--- src/rtl/led_seq_ctrl_if.sv ---
// LED sequencer request/status bundle.
// master: board-side requester (drives mode requests, pause level).
// slave : the sequencer (drives LED bank and status).
interface led_seq_ctrl_if #(
    parameter int unsigned LED_W = 16
);
    logic [1:0]       mode_req;   // 00 OFF, 01 ROT_L, 10 ROT_R, 11 BOUNCE
    logic             mode_vld;   // one-cycle request strobe
    logic             pause;      // level; freezes the prescaler
    logic [LED_W-1:0] ledout;     // registered LED drive
    logic [1:0]       mode;       // current mode
    logic             mode_ack;   // pulse the cycle after a request
    logic             step_tick;  // pulse aligned with each ledout advance

    modport master (
        output mode_req,
        output mode_vld,
        output pause,
        input  ledout,
        input  mode,
        input  mode_ack,
        input  step_tick
    );

    modport slave (
        input  mode_req,
        input  mode_vld,
        input  pause,
        output ledout,
        output mode,
        output mode_ack,
        output step_tick
    );
endinterface

--- src/rtl/led_seq_ctrl.sv ---
// Sequencer for the 16-bit board LED bank: step prescaler plus pattern
// selection (off, rotate-left, rotate-right, bounce).
// Optional feature macro: LED_SEQ_BOUNCE_EN
//   defined   -> BOUNCE mode and its direction register are built.
//   undefined -> a BOUNCE request is acknowledged but lands in OFF.
module led_seq_ctrl #(
    parameter int unsigned TICK_DIV = 5000000,
    parameter int unsigned LED_W    = 16
) (
    input  logic          clk,
    input  logic          rst_n,
    led_seq_ctrl_if.slave bus
);

    typedef enum logic [1:0] {
        ModeOff    = 2'b00,
        ModeRotL   = 2'b01,
        ModeRotR   = 2'b10,
        ModeBounce = 2'b11
    } mode_e;

    localparam logic [29:0] CntMax = 30'(TICK_DIV - 1);

    // Elaboration-time guards on the configuration.
    if (LED_W != 16) begin : g_bad_width
        $error("led_seq_ctrl: LED_W must be 16");
    end
    if (TICK_DIV < 2 || TICK_DIV > 32'h3fff_ffff) begin : g_bad_div
        $error("led_seq_ctrl: TICK_DIV out of range 2..2^30-1");
    end

    // Seed pattern loaded on a request or on dark-pattern recovery.
    function automatic logic [15:0] seed(input mode_e m);
        logic [15:0] s;
        case (m)
            ModeRotL:   s = 16'h0001;
            ModeRotR:   s = 16'h8000;
            ModeBounce: s = 16'h0001;
            default:    s = 16'h0000;
        endcase
        return s;
    endfunction

    mode_e       mode_q, mode_d;
    mode_e       req_mode;
    logic [15:0] led_q, led_d;
    logic [15:0] step_led;
    logic [29:0] cnt_q, cnt_d;
    logic        ack_q, ack_d;
    logic        tick_q, tick_d;
    logic        terminal;

`ifdef LED_SEQ_BOUNCE_EN
    logic        dir_q, dir_d;     // 0: moving left (towards bit 15), 1: moving right
    logic        step_dir;
`endif

    assign terminal = (cnt_q == CntMax);

    // Map the raw request onto the implemented mode set.
    always_comb begin
        req_mode = mode_e'(bus.mode_req);
`ifndef LED_SEQ_BOUNCE_EN
        if (bus.mode_req == 2'b11) begin
            req_mode = ModeOff;
        end
`endif
    end

    // Pattern value (and bounce direction) after one step of the current mode.
    always_comb begin
        step_led = led_q;
`ifdef LED_SEQ_BOUNCE_EN
        step_dir = dir_q;
`endif
        if (led_q == 16'h0000) begin
            // A lit mode never stays dark: restart from the seed.
            step_led = seed(mode_q);
`ifdef LED_SEQ_BOUNCE_EN
            step_dir = 1'b0;
`endif
        end else begin
            case (mode_q)
                ModeRotL: step_led = {led_q[14:0], led_q[15]};
                ModeRotR: step_led = {led_q[0], led_q[15:1]};
`ifdef LED_SEQ_BOUNCE_EN
                ModeBounce: begin
                    if (!dir_q && led_q[15]) begin
                        step_dir = 1'b1;
                        step_led = led_q >> 1;
                    end else if (dir_q && led_q[0]) begin
                        step_dir = 1'b0;
                        step_led = led_q << 1;
                    end else if (dir_q) begin
                        step_led = led_q >> 1;
                    end else begin
                        step_led = led_q << 1;
                    end
                end
`endif
                default: step_led = led_q;
            endcase
        end
    end

    // Next-state selection: request beats pause beats OFF beats stepping.
    always_comb begin
        mode_d = mode_q;
        led_d  = led_q;
        cnt_d  = cnt_q;
        ack_d  = 1'b0;
        tick_d = 1'b0;
`ifdef LED_SEQ_BOUNCE_EN
        dir_d  = dir_q;
`endif
        if (bus.mode_vld) begin
            // Every strobe is accepted, including a repeat of the current mode.
            mode_d = req_mode;
            led_d  = seed(req_mode);
            cnt_d  = '0;
            ack_d  = 1'b1;
`ifdef LED_SEQ_BOUNCE_EN
            dir_d  = 1'b0;
`endif
        end else if (bus.pause) begin
            // Everything holds; counting resumes from here later.
        end else if (mode_q == ModeOff) begin
            led_d = 16'h0000;
            cnt_d = '0;
        end else if (terminal) begin
            cnt_d  = '0;
            led_d  = step_led;
            tick_d = 1'b1;
`ifdef LED_SEQ_BOUNCE_EN
            dir_d  = step_dir;
`endif
        end else begin
            cnt_d = cnt_q + 30'd1;
        end
    end

    // Sequencer state and registered outputs.
    always_ff @(posedge clk or negedge rst_n) begin
        if (!rst_n) begin
            mode_q <= ModeOff;
            led_q  <= 16'h0000;
            cnt_q  <= '0;
            ack_q  <= 1'b0;
            tick_q <= 1'b0;
`ifdef LED_SEQ_BOUNCE_EN
            dir_q  <= 1'b0;
`endif
        end else begin
            mode_q <= mode_d;
            led_q  <= led_d;
            cnt_q  <= cnt_d;
            ack_q  <= ack_d;
            tick_q <= tick_d;
`ifdef LED_SEQ_BOUNCE_EN
            dir_q  <= dir_d;
`endif
        end
    end

    assign bus.ledout    = led_q;
    assign bus.mode      = mode_q;
    assign bus.mode_ack  = ack_q;
    assign bus.step_tick = tick_q;

endmodule

--- src/flat_wrapper.sv ---
// flat-port wrapper written by rule: the top's interface ports become plain ports
module led_seq_ctrl_flat 
#(
    parameter int unsigned TICK_DIV = 5000000,
    parameter int unsigned LED_W    = 16
)
  (clk, rst_n, bus_mode_req, bus_mode_vld, bus_pause, bus_ledout, bus_mode, bus_mode_ack, bus_step_tick);
  led_seq_ctrl_if #(.LED_W(LED_W)) bus_i ();
  input  logic clk;
  input  logic rst_n;
  input wire logic [$bits(bus_i.mode_req)-1:0] bus_mode_req;
  input wire logic [$bits(bus_i.mode_vld)-1:0] bus_mode_vld;
  input wire logic [$bits(bus_i.pause)-1:0] bus_pause;
  output wire logic [$bits(bus_i.ledout)-1:0] bus_ledout;
  output wire logic [$bits(bus_i.mode)-1:0] bus_mode;
  output wire logic [$bits(bus_i.mode_ack)-1:0] bus_mode_ack;
  output wire logic [$bits(bus_i.step_tick)-1:0] bus_step_tick;
  assign bus_i.mode_req = bus_mode_req;
  assign bus_i.mode_vld = bus_mode_vld;
  assign bus_i.pause = bus_pause;
  assign bus_ledout = bus_i.ledout;
  assign bus_mode = bus_i.mode;
  assign bus_mode_ack = bus_i.mode_ack;
  assign bus_step_tick = bus_i.step_tick;
  led_seq_ctrl #(.TICK_DIV(TICK_DIV), .LED_W(LED_W)) u_core (.clk(clk), .rst_n(rst_n), .bus(bus_i));
endmodule
--- config.mk ---
export PLATFORM = sky130hd
export DESIGN_NAME = led_seq_ctrl_flat
export DESIGN_NICKNAME = d
export VERILOG_FILES = /design/src/rtl/led_seq_ctrl_if.sv /design/src/rtl/led_seq_ctrl.sv /design/src/flat_wrapper.sv
export SDC_FILE = /design/constraint.sdc
export NUM_CORES = 1
export LEC_CHECK = 0
export CORE_ASPECT_RATIO = 1.1
export CORE_MARGIN = 4
export CORE_UTILIZATION = 40
export DETAILED_ROUTE_END_ITERATION = 7
export PLACE_DENSITY = 0.66
export SLEW_MARGIN = 10
export SYNTH_ARGS = -nofsm -noshare
export SYNTH_HDL_FRONTEND = slang
export SYNTH_SLANG_ARGS = --single-unit
--- constraint.sdc ---
create_clock -name clk -period 2.1 [get_ports clk]
set_input_delay 0.42 -clock clk [delete_from_list [all_inputs] [get_ports clk]]
set_output_delay 0.42 -clock clk [all_outputs]
set_load 0.01 [all_outputs]
# [Yosys cells after proc, flatten, opt, wreduce, memory -nomap -nowiden]
# Cells that the tools add are included.
[totals] regBits=50 wordCells=40 output_inout_bits=20 ram_bits=0 mem_bits_ro=0 latchBits=0 mem_count=0
[classes] div_mod_pow=0 bitwise=0 magnitude_cmp=0 n_mux=18 shift=0 multipliers=0 reduce_logical=7 n_addsub=1 eq_ne=9
[ops] op="2-to-1 mux 30 bit" n=4
[ops] op="case mux 16 bit (2 select lines)" n=3
[ops] op="2-to-1 mux 16 bit" n=5
[ops] op="adder 30 x 1 -> 30 bit (second input constant)" n=1
[ops] op="equality test 30 x 23 -> 1 bit (second input constant)" n=1
[ops] op="zero test 16 bit" n=1
[ops] op="equality test 2 bit (second input constant)" n=5
[ops] op="2-to-1 mux 1 bit" n=5
[ops] op="nonzero test 5 bit" n=1
[ops] op="equality test 2 x 1 -> 1 bit (second input constant)" n=2
[ops] op="OR reduction 2 bit" n=2
[ops] op="AND reduction 3 bit" n=1
[ops] op="nonzero test 3 bit" n=1
[ops] op="zero test 2 bit" n=1
[ops] op="2-to-1 mux 2 bit" n=1
[ops] op="!= test 2 bit (second input constant)" n=1

# [Longest topological paths before layout]
[depth] depth_word=8 ltp_mapped=7

# [Least setup slack after synthesis]
# Ideal clock, no wire load.
[synth_path] path_type="register -> register" from="register u_core.cnt_q[15]" to="register u_core.led_q[0], in the netlist u_core.bus.ledout[0]" setup_ns=0.125 synth_period_minus_slack_ns=2.209 path_slack_ns=-0.109 stages_incl_launch_ff=7 required_time_ns=1.975 arrival_time_ns=2.084 path_cell_list="dfrtp_1 or4b_4 nor4_4 a21oi_2 nor2_4 buf_12 mux2_4"
[synth_via] elab_chain_cells=3
[synth_rtl] item="start: declaration" line_no="led_seq_ctrl.sv:48" source="logic [29:0] cnt_q, cnt_d;"
[synth_rtl] item="start signal: assignment" line_no="led_seq_ctrl.sv:156" source="cnt_q <= cnt_d;"
[synth_rtl] item="equality test 30 x 23 -> 1 bit" line_no="led_seq_ctrl.sv:58" source="assign terminal = (cnt_q == CntMax);"
[synth_rtl] item="nonzero test 3 bit (no source line)"
[synth_rtl] item="AND reduction 3 bit (no source line)"
[synth_rtl] item="end signal: assignment" line_no="led_seq_ctrl.sv:155" source="led_q <= led_d;"
[synth_rtl] item="end: declaration" line_no="led_seq_ctrl.sv:46" source="logic [15:0] led_q, led_d;"
# No other way between the ends.
# A chain may end at the register's enable or synchronous reset.

# [Worst setup path in the final report]
[layout_path] from="register u_core.cnt_q[15]" to="register u_core.led_q[6], in the netlist u_core.bus.ledout[6]"
# Same word-level chain as after synthesis.

==> reports/summary.txt <==
Maximum fanout along the worst path - 16
Synth Area in Compound Gates - 0.0931
Effective utilization at floorplan - 0.408
Period Utilization, post-route - 1.02
Clk_skew - 0.0153 ns
Number of fill cells - 604
Status - finished, violations left
Vias/cell - 5.41
HPWL after detailed placement - 4.42 mm
Mux cell area share after synthesis - 0.0814
Post-synth top area share - 0.468
Worst slew margin - 0.571
Post-synthesis cell type count - 41
Layout cells sized above 1 - 0.249
GPL Wtd Cong - 0.842
CTS Sinks - 50
Initial antenna violation count - 0
Non-Filler Instances - 415
Clk root buf - clkbuf_8
CTS tree - yes
Largest buffer count on any clock path - 2
Gr usage total - 0.168
Detail Route Antenna Nets - 0
Largest net degree at the start of global routing - 51
CTS Buf Count - 5
Sequential power share - 0.538
CTS clk-pin slew, worst paths - 0.10 ns
Post-synthesis xor/xnor area fraction - 0.0655
CP arrival - 2.34 ns
Failing checks - negative setup slack
# setup viols final - 17
Core ar. - 6560 um^2
Power Internal - 1360 uW
Post-synthesis simple-gate area fraction - 0.261
Critical path's slowest cell - or4b_4
Syn_area_per_cell - 10.1 um^2
Post-Syn Nets - 271
Slew Limit Fails - 0
FF+latch count, synth - 50
WL final - 6.38 mm
Part of the power in the clock network - 0.327
IO Count - 26
Nets - 339
Cell area after synthesis - 2680 um^2
Most used DFF post-synth - dfrtp_1
Ys async rst share - 1.00
Drt wl/cell - 15.4 um
Synth Instances - 264
Number of max-cap violations - 0
Remaining global-route overflow - 0
Row Count - 31
Clk_lat worst skew - 0.31 ns
Warnings from Yosys - 0
WS Path Type - reg2reg
Fmax - 465 MHz
Seq/Total Area, Yosys - 0.468
Inst Count DP - 405
Final hold vios - 0
Initial DRC Count - 110
Final Worst Setup Slack - -0.0494 ns
Max incr delay on CP - 0.55 ns
Logic pwr share - 0.135
CP startpoint kind - register
RSZ-0062 raised after global routing - yes
Leak - 0.00151 uW
Post-Synth Adder-Cell Area - 0.00468
Die Area - 8060 um^2
Area growth syn-to-layout - 29.4%
Vias in the first global route - 2,309
Critical path required time - 2.29 ns
Sw Ratio - 0.261
Setup crit end kind - register
CTS H-Tree Depth - 2
Switching Power - 480 uW
Die Width - 86.0 um
Total power - 1840 uW
Global-route wire length before repair - 10.8 mm
Pwr Density - 531 nW/um^2
Die Height - 93.8 um
Drt drc - 0
Synth area leaders - dfrtp_1 47%, nor2_1 5.9%, mux2_4 5.6%
HP Class - in2async
Ant. Diodes - 0
Post-synth EDFFs - 0
Synth area leader - dfrtp_1
Tmin final - 2.15 ns
Via count - 2,246
Largest family of logic cells by synthesized area - simple AND/OR/NAND/NOR gates
Crit-path cells - or4b_4 > nor4_4 > a21oi_2 > nor2_4 > buf_12 > mux2_2
DR pass1 iterations - 4
Peak supply drop - 0.307 mV
PortBufs - 25
Worst slew pin tran - 0.643 ns
-- timing repair --
item / 4_1_cts / 5_1_grt
setup endpoints to repair: 37 / 41
setup buffers: 1 / 0
gates resized for setup: 0 / 3
hold buffers: 0 / 0
pin swaps: 1 / 1
cloned: 0 / 1
-- metrics by stage --
step | util | TNS [ns] | worst slack (ns) | hold slack, ns | instance area [um^2]
final | 0.528 | -0.289 | -0.0494 | 0.204 | 3460
after detailed placement | 0.507 | -2.02 | -0.119 | 0.514 | 3320
after floorplan | - | -0.850 | -0.0850 | 0.124 | 2680
after global placement | 0.507 | -1.51 | -0.0963 | 0.498 | 3320
after CTS | 0.523 | -0.425 | -0.0559 | 0.228 | 3430
after global routing | 0.528 | -2.64 | -0.116 | 0.269 | 3460
-- worst max-delay path, delay by kind of cell, from the launching register on --
family | cells | cell delay (ns)
compound gates | 1 | 0.13
buf+inv | 1 | 0.17
flops | 1 | 0.38
mux | 1 | 0.34
simple gates | 3 | 1.00
-- cells in the mapped netlist, drive strengths merged (2+ instances only) --
master and number:
nand3b 3, and3 7, nand3 10, clkbuf 7, o22ai 15, dfrtp 50
o21ai 13, xor2 17, nor4 9, and4 3, nor2b 3, o31ai 2
inv 3, and2 2, nand4 12, or3 5, a21oi 6, mux2 16
buf 4, nor2 44, or4 2, nand2b 3, xnor2 3, nand2 15
-- cell type report --
cell class / count / area, um^2 / share of cell area
multi-input combinational: 200 / 1360 / 0.393
clock buffer: 6 / 82.6 / 0.0239
inverter: 3 / 11.3 / 0.00325
clock inverter: 2 / 12.5 / 0.00362
timing repair buffer: 72 / 641 / 0.185
tap: 82 / 103 / 0.0296
sequential: 50 / 1250 / 0.362
-- flip-flops by register name, indices dropped and copies added, names as in the netlist --
| signal | count |
|---|---|
| u_core.bus.mode_ack | 1 |
| u_core.bus.mode | 2 |
| u_core.bus.step_tick | 1 |
| u_core.bus.ledout | 16 |
| u_core.cnt_q | 30 |
-- path summary, 6_finish.rpt --
check,startpoint,endpoint,slack [ns],depth (start not counted)
max,u_core.cnt_q[15],u_core.bus.ledout[6],-0.05,6
min,rst_n,u_core.cnt_q[29],0.20,2
max reg2reg,u_core.cnt_q[15],u_core.bus.ledout[6],-0.05,6
min reg2reg,u_core.cnt_q[1],u_core.cnt_q[1],0.53,2
max in group asynchronous,rst_n,u_core.bus.ledout[9],1.45,2
min in group clk,u_core.cnt_q[1],u_core.cnt_q[1],0.53,2
-- placed cells by master (no fill, tap or decap), types with 2 or more instances in the layout --
| cell type | Yosys | routed |
|---|---|---|
| a21oi_1 | 5 | 5 |
| and2_1 | 2 | 2 |
| and3_1 | 7 | 7 |
| and4_1 | 3 | 3 |
| buf_12 | 1 | 2 |
| buf_4 | 0 | 44 |
| clkbuf_8 | 0 | 6 |
| clkdlybuf4s50_1 | 0 | 24 |
| dfrtp_1 | 50 | 50 |
| inv_1 | 3 | 3 |
| mux2_2 | 6 | 5 |
| mux2_4 | 10 | 11 |
| nand2_1 | 15 | 15 |
| nand2b_1 | 3 | 3 |
| nand3_1 | 10 | 10 |
| nand3b_1 | 3 | 3 |
| nand4_1 | 12 | 12 |
| nor2_1 | 42 | 42 |
| nor2_4 | 1 | 2 |
| nor2b_1 | 3 | 3 |
| nor4_1 | 5 | 5 |
| nor4_4 | 3 | 3 |
| o21ai_0 | 13 | 12 |
| o22ai_1 | 15 | 15 |
| o31ai_1 | 2 | 2 |
| or3_1 | 5 | 5 |
| or4_4 | 2 | 2 |
| xnor2_1 | 3 | 3 |
| xor2_1 | 17 | 17 |
-- cells by family (layout without fill, tap and decap cells) --
family / count (synthesis) / in the layout
simple gates: 122 / 122
flops: 50 / 50
compound gates: 41 / 41
xor+xnor: 20 / 20
mux: 16 / 16
buf+inv: 14 / 83
fa+ha+maj: 1 / 1
-- metal layers --
metal,global-route usage,vias to the layer above,share of wire
met5,0,-,0
met4,0.0594,0,0.022
met3,0.0333,12,0.031
met2,0.297,43,0.51
met1,0.199,1102,0.43
li1,-,1089,-
-- power groups by stage --
stage               combinational, uW  sequential, uW  clock [uW]
floorplan                         119            1010           0
global placement                  234            1010           0
detailed placement                235            1010           0
CTS                               236             987         622
global route                      270             990         662
finish                            249             988         601
Power figures use the tool's default switching activity.
